===== src/rtl/bus_cache.sv =====
// Direct-mapped write-through cache between CPU bus and SoC decoder: read hits complete in 1 cycle,
// misses and writes cost downstream latency + 1; both sides use request/ready and stall on the missing ready.
module bus_cache #(
   parameter int INDEX_BITS = 4
) (
   input  logic        i_clock,
   input  logic        i_reset,
   input  logic        i_flush,
   input  logic        i_request,
   input  logic        i_rw,
   input  logic [31:0] i_address,
   input  logic [31:0] i_wdata,
   output logic [31:0] o_rdata,
   output logic        o_ready,
   output logic        o_bus_request,
   output logic        o_bus_rw,
   output logic [31:0] o_bus_address,
   output logic [31:0] o_bus_wdata,
   input  logic [31:0] i_bus_rdata,
   input  logic        i_bus_ready
);

   localparam int LINES    = 1 << INDEX_BITS;
   localparam int TAG_BITS = 30 - INDEX_BITS;

   typedef enum logic [1:0] {IDLE, FILL, WRITE, DONE} state_t;

   state_t                state;
   logic [LINES-1:0]      valid;
   logic [TAG_BITS-1:0]   tag_mem  [LINES];
   logic [31:0]           data_mem [LINES];

   logic [INDEX_BITS-1:0] req_index;
   logic [TAG_BITS-1:0]   req_tag;
   logic [INDEX_BITS-1:0] fill_index;
   logic                  hit;
   logic                  fill_we;
   logic                  write_hit_we;
   logic                  unused_addr_bits;

   assign req_index  = i_address[INDEX_BITS+1:2];
   assign req_tag    = i_address[31:INDEX_BITS+2];
   assign hit        = valid[req_index] && (tag_mem[req_index] == req_tag);
   // The registered downstream address is the fill target; it is held until i_bus_ready.
   assign fill_index = o_bus_address[INDEX_BITS+1:2];

   assign fill_we      = (state == FILL) && i_bus_ready && !i_reset;
   assign write_hit_we = (state == IDLE) && !i_flush && i_request && i_rw && hit && !i_reset;

   assign unused_addr_bits = &{1'b0, i_address[1:0]};

   // Tag/data arrays carry no reset; valid bits alone decide whether a line is usable.
   always_ff @(posedge i_clock) begin
      if (fill_we) begin
         tag_mem[fill_index]  <= o_bus_address[31:INDEX_BITS+2];
         data_mem[fill_index] <= i_bus_rdata;
      end else if (write_hit_we) begin
         data_mem[req_index] <= i_wdata;
      end
   end

   always_ff @(posedge i_clock) begin
      if (i_reset) begin
         state         <= IDLE;
         valid         <= '0;
         o_ready       <= 1'b0;
         o_rdata       <= '0;
         o_bus_request <= 1'b0;
         o_bus_rw      <= 1'b0;
         o_bus_address <= '0;
         o_bus_wdata   <= '0;
      end else begin
         case (state)
            IDLE: begin
               if (i_flush) begin
                  valid <= '0;
               end else if (i_request) begin
                  if (!i_rw && hit) begin
                     o_rdata <= data_mem[req_index];
                     o_ready <= 1'b1;
                     state   <= DONE;
                  end else begin
                     o_bus_request <= 1'b1;
                     o_bus_rw      <= i_rw;
                     o_bus_address <= {i_address[31:2], 2'b00};
                     o_bus_wdata   <= i_wdata;
                     state         <= i_rw ? WRITE : FILL;
                  end
               end
            end
            FILL: begin
               if (i_bus_ready) begin
                  valid[fill_index] <= 1'b1;
                  o_rdata           <= i_bus_rdata;
                  o_bus_request     <= 1'b0;
                  o_ready           <= 1'b1;
                  state             <= DONE;
               end
            end
            WRITE: begin
               if (i_bus_ready) begin
                  o_bus_request <= 1'b0;
                  o_ready       <= 1'b1;
                  state         <= DONE;
               end
            end
            DONE: begin
               if (!i_request) begin
                  o_ready <= 1'b0;
                  state   <= IDLE;
               end
            end
            default: state <= IDLE;
         endcase
      end
   end

endmodule

===== config.mk =====
export PLATFORM = sky130hd
export DESIGN_NAME = bus_cache
export DESIGN_NICKNAME = d
export VERILOG_FILES = /design/src/rtl/bus_cache.sv
export SDC_FILE = /design/constraint.sdc
export NUM_CORES = 1
export LEC_CHECK = 0
export ABC_AREA = 1
export CAP_MARGIN = 40
export CORE_ASPECT_RATIO = 1.25
export CORE_UTILIZATION = 31
export DETAILED_ROUTE_END_ITERATION = 8
export PLACE_DENSITY = 0.55
export RECOVER_POWER = 25
export SLEW_MARGIN = 0
export SYNTH_ARGS = -nofsm -noshare
export SYNTH_HDL_FRONTEND = slang
export SYNTH_SLANG_ARGS = --single-unit

===== constraint.sdc =====
create_clock -name i_clock -period 6.6 [get_ports i_clock]
set_input_delay 1.98 -clock i_clock [delete_from_list [all_inputs] [get_ports i_clock]]
set_output_delay 1.98 -clock i_clock [all_outputs]
set_load 0.05 [all_outputs]

# Word level (Yosys, flattened, before mapping)
# Memories as Yosys holds them, arrays and structs flattened.
# Index checks and enable logic that the tools add are counted.
dict set report op_classes {
  order_cmp 3
  bitwise_logic 3
  n_reduce_logical 24
  eq_ne 12
  n_mux 38
}
# operator n
set ops {}
lappend ops {{$mux 32} 5}
lappend ops {{$pmux 32 s2} 1}
lappend ops {{$mux 16} 2}
lappend ops {{$pmux 16 s2} 1}
lappend ops {{$reduce_or 32->1} 1}
lappend ops {{$eq 26x26->1} 1}
lappend ops {{$mux 1} 17}
lappend ops {{$or 16x16->16} 1}
lappend ops {{$reduce_and 5->1} 3}
lappend ops {{$mux 2} 6}
lappend ops {{$ne 2x2->1 const B} 6}
lappend ops {{$logic_and 1x1->1} 10}
lappend ops {{$lt 4x5->1 const B} 2}
lappend ops {{$reduce_and 4->1} 2}
lappend ops {{$pmux 2 s3} 1}
lappend ops {{$bmux 1 s4} 1}
lappend ops {{$demux 1 s4} 1}
lappend ops {{$eq 2x2->1 const B} 2}
lappend ops {{$ge 4x1->1 const B} 1}
lappend ops {{$mux 4} 1}
lappend ops {{$ne 2x1->1 const B} 2}
lappend ops {{$reduce_bool 2->1} 2}
lappend ops {{$logic_not 1->1} 3}
lappend ops {{$pmux 1 s3} 1}
lappend ops {{other kinds (6)} 7}
dict set report word_totals {
  output_inout_bits 99
  wordCells 90
  ramBits 928
  in_bits 102
  ff_bits 115
  mem_count 2
}
# name words word_bits read_ports rd_ports_with_merged_regs wr line
set mem_list {}
lappend mem_list {data_mem 16 32 1 0 1 31} ;# logic [31:0] data_mem [LINES];
lappend mem_list {tag_mem 16 26 1 0 1 30} ;# logic [TAG_BITS-1:0] tag_mem [LINES];

# Logic depth before layout (Yosys ltp)
dict set report logic_depth {
  word_depth 11
  ltp_mapped 23
}

# Least setup slack after synthesis
# OpenSTA, ideal clock, no wires.
dict set report synth_timing {
  kind {input to register}
  start {input port i_address[2]}
  end {memory data_mem[0][0] (enable)}
  path_stages 20
  arrival_ns 5.201
  setup_ns 0.421
  setup_slack_ns 0.978
  t_required_ns 6.179
  cell_sequence {buf_4 > inv_2 > buf_6 > buf_6 > or2_0 > nand2_1 > nand3_1 > nand3_2 > nand2_2 > a21oi_2 > nand2_1 > nor2_1 > nand3_1 > nor2_4 > nand3_2 > nand2_1 > nand2_1 > inv_1 > nand2_1 > nor2_1}
}
dict set report synth_via {
  elab_chain_cells 10
  elab_cells_between_ends 13
  classes_between {eq/ne (1); mux (7); reduce/logical (4); memory (1)}
}
# element line
set synth_lines {}
lappend synth_lines {{start: declaration} 11} ;# input logic [31:0] i_address,
lappend synth_lines {{$mem_v2 16x26 / $bmux 1 s4 (equally long branches)} --}
lappend synth_lines {{$eq 26x26->1 / $mux 1 (equally long branches)} 43} ;# assign hit = valid[req_index] && (tag_mem[req_index] == req_tag);
lappend synth_lines {{$logic_and 1x1->1} 43}
lappend synth_lines {{$logic_and 1x1->1 (2 in series)} 48} ;# assign write_hit_we = (state == IDLE) && !i_flush && i_request && i_rw && hit && !i_reset;
lappend synth_lines {{$mux 1} 57} ;# end else if (write_hit_we) begin
lappend synth_lines {{$mux 1} 54} ;# if (fill_we) begin
lappend synth_lines {{$mux 1 (implied by the code)} 58} ;# data_mem[req_index] <= i_wdata;
lappend synth_lines {{$reduce_or 32->1 (no source line)} --}
lappend synth_lines {{$mux 4 (no source line) / $mux 1 (equally long branches)} --}
lappend synth_lines {{end: declaration} 31}
# Several ways; a longest one is shown, not always the timed one. The select of a mux whose other input is x is not followed.

# Worst setup path in the final report
dict set report layout_timing {
  start {input port i_address[2]}
  end {memory data_mem[11][31] (enable)}
}
# The elaborated chain is that of the path after synthesis.

==> flow_metrics.tcl <==
set metrics [dict create \
    synth_area_um2 43300 \
    combPwrFrac 0.108 \
    grt_max_degree 112 \
    fin_cells 6071 \
    cts_resized 0 \
    grt_pass1_wl_um 189000 \
    grt.total_usage 0.180 \
    clk_pin_slew_ns 0.06 \
    cts_setup_buffers 0 \
    gp_congestion 0.798 \
    clock_latency_ns 0.73 \
    antenna_found_initial 5 \
    hold_viol 0 \
    synthCells 3950 \
    tightest_slew_ns 2.58 \
    cts_tree "done" \
    yosys_warnings 0 \
    io_buffers 196 \
    power.clock.fraction 0.403 \
    internal_power_mw 11.4 \
    crit_type "primary input to register" \
    leakagePower_nw 18.5 \
    cts.sinks 1043 \
    arrival_ns 5.76 \
    fin_skew_ns 0.0663 \
    multi_input_area_um2 11100 \
    area_growth_pct 19.1 \
    setup.worst_path.end_class "register" \
    swShare 0.257 \
    drive_gt1_frac 0.0815 \
    drtAntennaViolNets 0 \
    layout_setup_ws_ns 1.15 \
    setup_tns_ns 0 \
    grt_pass1_vias 28892 \
    cap_viol_max_count 7 \
    synth_top_cell_by_area "edfxtp_1" \
    synth_cell_types 34 \
    pwr-share-seq 0.489 \
    postSynthAreaPerCell_um2 11.0 \
    n_fill_cell 13340 \
    min_period_ns 5.45 \
    pin_count 201 \
    cts_root_buffer "clkbuf_16" \
    clock_path_buffers 3 \
    fin_crit_sh 0.825 \
    critPathLaunchType "primary input" \
    post_drt_wl_per_cell_um 21.2 \
    core-area_um2 138000 \
    routed_via_density 4.98 \
    ys_seq_elements 1043 \
    placed_cells 5869 \
    worstPathRequired_ns 6.92 \
    max_freq_mhz 184 \
    vias 30205 \
    relSlewSlack -0.717 \
    ys_seq_area_frac 0.697 \
    drt_iter0_markers 2551 \
    gr-total-overflow 0 \
    drt_pre_antenna_iters 7 \
    postCtsHoldBufs 0 \
    synth.area.top_cells "edfxtp_1, nand2_1, dfxtp_1, nand3_1, o21ai_0" \
    cts-htree-levels 3 \
    path_max_fanout 111 \
    netlist.area_leader.share 0.644 \
    outcome "complete, but fails checks" \
    ir_worst_vdd_v 0.000228 \
    violations "capacitance limit, slew limit" \
    rsz0062_at_grt "no" \
    routed_wl_um 129000 \
    cts-buffers-inserted 106 \
    hold_path_class "register to register" \
    route.detailed.drc 0 \
    slew_violations 189 \
    setup_viol 0 \
    dpl.hpwl_um 73100 \
    power_mw 15.3 \
    initial_core_util 0.314 \
    die_y_um 420 \
    p_switching_mw 3.94 \
    postLayoutCoreUtil 0.374 \
    nets 4234 \
    pre_cts_ws_ns 0.472 \
    power.density_nw_per_um2 298 \
    die_w_um 336 \
    dieArea_um2 141000 \
    row_count 152 \
    regArea_um2 30200 \
]
power by group through the flow:
stage | Combinational (mW) | Sequential [mW] | Clock, mW
floorplan | 0.778 | 7.82 | 0
global placement | 1.63 | 7.64 | 0
detailed placement | 1.65 | 7.64 | 0
CTS | 1.66 | 7.50 | 6.32
global route | 1.79 | 7.52 | 6.54
finish | 1.65 | 7.50 | 6.19
stage by stage:
step / hold slack, ns / area, µm²
after CTS: 0.460 / 51600
after global routing: 0.482 / 51600
after detailed placement: 0.451 / 48000
after floorplan: 0.435 / 43300
final: 0.458 / 51600
after global placement: 0.445 / 47800
cells in the mapped netlist:
cell	count
a21oi_1	133
a21oi_2	1
a31oi_1	17
buf_1	22
buf_2	62
buf_4	21
buf_6	7
clkbuf_1	147
clkinv_1	2
conb_1	1
dfxtp_1	115
edfxtp_1	928
ha_1	3
inv_1	268
inv_2	2
inv_4	1
mux2i_1	8
nand2_1	849
nand2_2	5
nand3_1	431
nand3_2	2
nand3b_1	2
nand4_1	14
nor2_1	401
nor2_2	1
nor2_4	1
nor3_1	17
o211ai_1	19
o21ai_0	311
o21ai_1	27
o221ai_1	102
o22ai_1	27
or2_0	2
or2_2	1
path summary, 6_finish.rpt:
path                startpoint                to  slack [ns]  cells after the start
setup / recovery  i_address[2]  data_mem[11][31]        1.15                     20
hold / removal       valid[14]         valid[14]        0.46                      2
setup reg to reg      state[1]    tag_mem[3][23]        2.33                      7
hold reg to reg      valid[14]         valid[14]        0.46                      2
layer usage:
layer,part of all wire,vias to the layer above,wire length [µm],GRT usage
met5,0.00021,-,27,0
met4,0.029,4,3690,0.0639
met3,0.060,218,7730,0.0263
met2,0.49,980,63200,0.306
met1,0.42,14851,54200,0.234
li1,-,14152,-,-
cells by family (layout without fill, tap and decap cells):
logic type,after synthesis,in the layout,share of synthesized area
multiplexers,8,8,0.00185
adder cells (fa/ha/maj),3,3,0.000867
AND/OR/NAND/NOR,1726,1726,0.165
other,1,4,0.0000866
AO/OA/AOI/OAI,637,637,0.0849
buffers and inverters,532,802,0.0510
flip-flops,1043,1043,0.697
worst max-delay path, stage by stage:
cell and delay, ns:
buf_8 0.28, buf_12 0.41, nor2_1 0.10, nor2_1 0.10, o21ai_1 0.07, nand3_1 0.07, nand3_1 0.17, a21oi_1 0.28
nor2_1 0.08, nand2_1 0.07, nor2_1 0.05, nand2_1 0.25, nor2_4 0.10, nand3_2 0.11, buf_4 0.31, nand2_1 0.08
nand2_1 0.13, nand3_1 0.29, nor2_4 0.20, buf_4 0.45
layout by cell type (no fill, tap or decap), types with 3 or more instances in the layout:
cell	instances
a21oi_1	133
a31oi_1	17
buf_12	22
buf_16	3
buf_4	101
bufinv_16	11
clkbuf_1	34
clkbuf_16	107
clkbuf_8	12
clkdlybuf4s50_1	189
clkinv_1	10
clkinv_16	3
clkinv_2	20
clkinvlp_4	8
dfxtp_1	115
edfxtp_1	928
ha_1	3
inv_1	267
inv_4	3
mux2i_1	8
nand2_1	848
nand2_2	4
nand3_1	431
nand4_1	14
nor2_1	384
nor2_4	18
nor3_2	15
o211ai_1	19
o21ai_0	311
o21ai_1	27
o221ai_1	102
o22ai_1	27
registers in the layout, summed over array words and instances (netlist names), 2 cells and up:
signal / flops
data_mem: 512
o_bus_address: 30
o_bus_wdata: 32
o_rdata: 32
state: 2
tag_mem: 416
valid: 16
final cells by class:
class / instances / area share
Timing Repair Buffer: 329 / 0.0633
Clock inverter: 56 / 0.0133
Antenna cell: 2 / 0.0000971
Multi-Input combinational cell: 2376 / 0.216
Tap cell: 1848 / 0.0448
Sequential cell: 1043 / 0.585
Inverter: 273 / 0.0202
Clock buffer: 144 / 0.0570
No activity file was read; power rests on OpenSTA's default activity.
